**config.mk**
```make
export PLATFORM = sky130hd
export DESIGN_NAME = uart_rx_fifo
export DESIGN_NICKNAME = d
export VERILOG_FILES = /design/src/rtl/uart_rx_fifo.sv
export SDC_FILE = /design/constraint.sdc
export NUM_CORES = 1
export LEC_CHECK = 0
export CAP_MARGIN = 5
export CORE_MARGIN = 3
export CORE_UTILIZATION = 40
export CTS_CLUSTER_SIZE = 16
export DETAILED_ROUTE_END_ITERATION = 16
export PLACE_DENSITY = 0.56
export SLEW_MARGIN = 5
export SYNTH_ARGS = -nofsm -noshare
export SYNTH_HDL_FRONTEND = slang
export SYNTH_SLANG_ARGS = --single-unit
```
**constraint.sdc**
```tcl
create_clock -name clk_in -period 3.8 [get_ports clk_in]
set_input_delay 0.76 -clock clk_in [delete_from_list [all_inputs] [get_ports clk_in]]
set_output_delay 0.76 -clock clk_in [all_outputs]
set_load 0.02 [all_outputs]
```
**src/rtl/uart_rx_fifo.sv**
```systemverilog
// 8N1 UART receiver feeding a show-ahead FIFO with a ready/valid byte output.
// Define UART_RX_PARITY_EN for 8E1 frames (even parity bit checked before the stop bit).
module uart_rx_fifo #(
    parameter int unsigned CLK_HZ     = 100_000_000,
    parameter int unsigned BAUD       = 115_200,
    parameter int unsigned FIFO_DEPTH = 16
) (
    input  logic                          clk_in,
    input  logic                          rst_in,
    input  logic                          rx_in,
    output logic [7:0]                    char_out,
    output logic                          char_out_valid,
    input  logic                          char_out_ready,
    output logic [$clog2(FIFO_DEPTH):0]   fifo_count,
    output logic                          overflow,
    output logic                          frame_err
);
    localparam int unsigned DIV = (CLK_HZ + BAUD / 2) / BAUD;
    localparam int unsigned CW  = $clog2(DIV);
    localparam int unsigned AW  = $clog2(FIFO_DEPTH);
    localparam logic [CW-1:0] HALF_M1 = CW'(DIV / 2 - 1);
    localparam logic [CW-1:0] FULL_M1 = CW'(DIV - 1);
    localparam logic [AW:0]   DEPTH_C = (AW + 1)'(FIFO_DEPTH);

    typedef enum logic [2:0] {
        S_IDLE, S_START, S_DATA, S_PARITY, S_STOP, S_WAIT_HIGH
    } state_e;

`ifdef UART_RX_PARITY_EN
    localparam state_e S_AFTER_DATA = S_PARITY;
`else
    localparam state_e S_AFTER_DATA = S_STOP;
`endif

    logic [1:0]    sync_q;
    state_e        state_q, state_d;
    logic [CW-1:0] cnt_q, cnt_d;
    logic [2:0]    bit_q, bit_d;
    logic [7:0]    shift_q, shift_d;
    logic [AW-1:0] rd_ptr_q, rd_ptr_d, wr_ptr_q, wr_ptr_d;
    logic [AW:0]   count_q, count_d;
    logic          overflow_q, overflow_d, frame_err_q, frame_err_d;
    logic [7:0]    mem [FIFO_DEPTH];
    logic          rx_s, tick, tick_half, stop_sample, par_ok, byte_ok, pop, push_ok;
`ifdef UART_RX_PARITY_EN
    logic          par_q, par_d;
`endif

    assign rx_s      = sync_q[1];
    assign tick      = (cnt_q == FULL_M1);
    assign tick_half = (cnt_q == HALF_M1);

    always_ff @(posedge clk_in) begin
        if (rst_in) begin
            sync_q      <= '1;
            state_q     <= S_IDLE;
            cnt_q       <= '0;
            bit_q       <= '0;
            shift_q     <= '0;
            rd_ptr_q    <= '0;
            wr_ptr_q    <= '0;
            count_q     <= '0;
            overflow_q  <= 1'b0;
            frame_err_q <= 1'b0;
`ifdef UART_RX_PARITY_EN
            par_q       <= 1'b0;
`endif
        end else begin
            sync_q      <= {sync_q[0], rx_in};
            state_q     <= state_d;
            cnt_q       <= cnt_d;
            bit_q       <= bit_d;
            shift_q     <= shift_d;
            rd_ptr_q    <= rd_ptr_d;
            wr_ptr_q    <= wr_ptr_d;
            count_q     <= count_d;
            overflow_q  <= overflow_d;
            frame_err_q <= frame_err_d;
`ifdef UART_RX_PARITY_EN
            par_q       <= par_d;
`endif
        end
    end

    // Storage has no reset: clearing the pointers is enough to discard contents.
    always_ff @(posedge clk_in) begin
        if (push_ok) mem[wr_ptr_q] <= shift_q;
    end

    always_comb begin
        state_d = state_q;
        cnt_d   = cnt_q + CW'(1);
        bit_d   = bit_q;
        shift_d = shift_q;
`ifdef UART_RX_PARITY_EN
        par_d   = par_q;
`endif
        unique case (state_q)
            S_IDLE: begin
                cnt_d = '0;
                bit_d = '0;
                if (!rx_s) state_d = S_START;
            end
            S_START: if (tick_half) begin
                cnt_d   = '0;
                state_d = rx_s ? S_IDLE : S_DATA;
            end
            S_DATA: if (tick) begin
                cnt_d   = '0;
                shift_d = {rx_s, shift_q[7:1]};
                bit_d   = bit_q + 3'd1;
                if (bit_q == 3'd7) state_d = S_AFTER_DATA;
            end
            S_PARITY: if (tick) begin
                cnt_d   = '0;
`ifdef UART_RX_PARITY_EN
                par_d   = rx_s;
`endif
                state_d = S_STOP;
            end
            S_STOP: if (tick) begin
                cnt_d   = '0;
                state_d = rx_s ? S_IDLE : S_WAIT_HIGH;
            end
            S_WAIT_HIGH: begin
                cnt_d = '0;
                if (rx_s) state_d = S_IDLE;
            end
            default: state_d = S_IDLE;
        endcase
    end

    always_comb begin
`ifdef UART_RX_PARITY_EN
        par_ok = ~(^{shift_q, par_q});
`else
        par_ok = 1'b1;
`endif
        stop_sample = (state_q == S_STOP) && tick;
        byte_ok     = stop_sample && rx_s && par_ok;
        frame_err_d = stop_sample && !(rx_s && par_ok);
        pop         = (count_q != '0) && char_out_ready;
        // A full FIFO still accepts a byte when the head leaves in the same cycle.
        push_ok     = byte_ok && ((count_q != DEPTH_C) || pop);
        overflow_d  = byte_ok && (count_q == DEPTH_C) && !pop;
        wr_ptr_d    = wr_ptr_q + AW'(push_ok);
        rd_ptr_d    = rd_ptr_q + AW'(pop);
        count_d     = count_q + (AW + 1)'(push_ok) - (AW + 1)'(pop);
    end

    assign char_out       = mem[rd_ptr_q];
    assign char_out_valid = (count_q != '0);
    assign fifo_count     = count_q;
    assign overflow       = overflow_q;
    assign frame_err      = frame_err_q;
endmodule

```
==> out/metrics.cfg <==
[status]
status = complete, no violations

[cells_and_area]
utilization = 0.479
fin_nets = 471
antenna_cells = 0
drive_gt1_frac = 0.211
fill_cells = 1413
area_growth_pct = 16.8

[clocking]
cts_root_buf = clkbuf_16
clk_latency_ps = 420
cts_tree = done
postCtsHoldBufs = 0
htreeDepth = 4
path_clk_slew_ps = 60
cts_made_buffers = 17
cts_setup_buffers = 0
cts_sinks = 169
cts_buffer_depth = 2
post_cts_resized = 0

[setup_path]
crit_arrival_ps = 2660
r2r_slack_ps = 770
startpoint_type = flop
crit_path_max_fanout = 33
critPathCaptureType = output port
critPathKind = flop to output port
reg2reg_to = fifo_count[4]$_SDFF_PP0_
worstReg2RegStart = cnt_q[0]$_SDFF_PP0_
crit_required_ps = 3040
r2r_cells = 13

[logic_synthesis]
ys_seq_area_frac = 0.683
syn_avg_cell_area_um2 = 16.4
synth.most_common_cell = edfxtp_1
syn-num-nets = 435
ys_types = 50
postSynthCellCount = 416
ys_seq_elements = 169
synthArstFlopShare = 0
synth_top_area_frac = 0.563
ys.warnings.count = 0
synth-main-ff-cell = edfxtp_1
syn_area_um2 = 6830
synth.largest_area_cell = edfxtp_1
yosys-top-cells-area = edfxtp_1, mux4_2, dfxtp_1, ha_1, nor2_1
synthTopCellsByCount = edfxtp_1, dfxtp_1, mux4_2
synth_edf_count = 128

[sta]
tightest_slew_ps = 781
fin_setup_tns_ps = 0
slew-limit-headroom = 0.477
setup_viol = 0
rsz0062_at_grt = false
final-max-slew-violation-count = 0
max_freq_ghz = 0.292
finalCriticalPeriod_ps = 3420
hold_viol = 0
min_period_over_period = 0.901
finalClockSkew_ps = 9.14

[power]
clkPwrFrac = 0.379
power_frac_seq = 0.428
p_leak_nw = 2.58
internal_power_mw = 3.59
power_switching_mw = 1.17
swShare = 0.246
power_density_nw_per_um2 = 597
vdd_drop_max_mv = 0.328
comb_power_share = 0.194

[worst_hold_path]
min-delay-start = sync_q[0]$_SDFF_PP1_
min_path_cells = 1
worstHoldEndpoint = sync_q[1]$_SDFF_PP1_
min_path_type = flop to flop

[placed_design]
io_buffers = 19
dpl.hpwl_um = 8300
gp_congestion = 0.808

[global_routing]
grt_overflow = 0
antenna_found_initial = 0
grt_pass1_vias = 3750
track_usage = 0.154
grt_first_pass_wirelength_um = 21100
met1_usage = 0.205
grt.busiest_layer = met2
grtUsageMet2 = 0.248
met3_usage = 0.0327
grt_start_max_net_pins = 35

[route]
final_antenna_net_count = 0
postRouteWirelength_um = 12800
dr.first_iter.drc_count = 308
num_vias = 3532
wire_per_inst_um = 18.7
viasPerCell = 5.16
route.detailed.drc = 0
first_pass_iters = 5

[floorplanning]
die_w_um = 137
std_cell_rows = 47
io_pins = 20
die_area_um2 = 18700
coreArea_um2 = 16600
start_util = 0.410
die_h_um = 137

[job]
max_cap_violations = 0

==> stage by stage <==
| stage | worst slack [ps] | total power [mW] | area, um^2 | hold slack, ps | cells |
|---|---|---|---|---|---|
| 2_1_floorplan | 966 | 2.74 | 6830 | 389 | 416 |
| 3_3_place_gp | 630 | 3.01 | 7350 | 394 | 653 |
| 3_5_place_dp | 566 | 3.02 | 7350 | 398 | 653 |
| 4_1_cts | 310 | 4.83 | 7980 | 416 | 685 |
| 5_1_grt | 247 | 4.98 | 7980 | 430 | 685 |
| 6_report | 377 | 4.76 | 7980 | 412 | 685 |
==> registers in the layout (all words and copies together), names as in the netlist <==
| register | flops |
|---|---|
| cnt_q | 10 |
| mem | 128 |
| bit_q | 3 |
| shift_q | 8 |
| state_q | 3 |
| rd_ptr_q | 4 |
| wr_ptr_q | 4 |
| frame_err | 1 |
| overflow | 1 |
| sync_q | 2 |
| fifo_count | 5 |
==> cells by family after synthesis <==
| logic type | share of synthesized area |
|---|---|
| fa+ha+maj | 0.0286 |
| flops | 0.683 |
| buf+inv | 0.0192 |
| mux | 0.135 |
| xor+xnor | 0.0192 |
| simple gates | 0.0881 |
| compound gates | 0.0271 |
==> critical path: stages, from the launching register on <==
cell and delay [ps]:
dfxtp_2 340, buf_12 270, mux4_2 580, mux4_2 490, clkdlybuf4s50_1 560
==> worst max-delay path by stage <==
stage	start	depth (start not counted)	to	slack, ps
floorplan	cnt_q[0]$_SDFF_PP0_	12	fifo_count[4]$_SDFF_PP0_	970
global placement	char_out_ready	11	fifo_count[4]$_SDFF_PP0_	630
detailed placement	char_out_ready	11	fifo_count[4]$_SDFF_PP0_	570
CTS	rd_ptr_q[0]$_SDFF_PP0_	4	char_out[1]	310
global route	rd_ptr_q[0]$_SDFF_PP0_	4	char_out[4]	250
finish	rd_ptr_q[0]$_SDFF_PP0_	4	char_out[4]	380
==> routing by layer <==
layer  up-vias  share of wire
li1       1671              -
met1      1813           0.47
met2        41           0.50
met3         7          0.021
met4         0         0.0088
met5         -              0
==> power groups by stage <==
stage	Clock, mW	Sequential (mW)	Combinational [mW]
2_1_floorplan	0	2.09	0.645
3_3_place_gp	0	2.08	0.933
3_5_place_dp	0	2.08	0.945
4_1_cts	1.85	2.04	0.947
5_1_grt	1.91	2.04	1.02
6_report	1.80	2.04	0.923
==> placed cells by master, fill, tap and decap left out, types with 3 or more instances in the layout <==
cell type and instances:
edfxtp_1 128, mux4_2 40, dfxtp_1 40, nor2_1 38
nand2_1 22, clkdlybuf4s50_1 19, clkbuf_16 17, buf_4 16
a21oi_1 15, ha_1 14, nand3_1 13, inv_1 12
xnor2_1 10, nor2b_1 7, nor3_1 5, xor2_1 5
nand2b_1 4, bufinv_16 4, clkinvlp_4 4, nand3b_1 3
or2_2 3, o21ai_0 3, or3_1 3, clkinv_2 3
==> final cells by class <==
cell class              count  area, um^2  share of cell area
clock buffers              17         425              0.0533
flip-flops and latches    169        4670               0.585
inverters                  12        45.0             0.00565
well taps                 220         275              0.0345
repair buffers             36         330              0.0414
multi-input cells         216        2030               0.255
clock inverters            15         200              0.0251
Power figures use the tool's default switching activity.
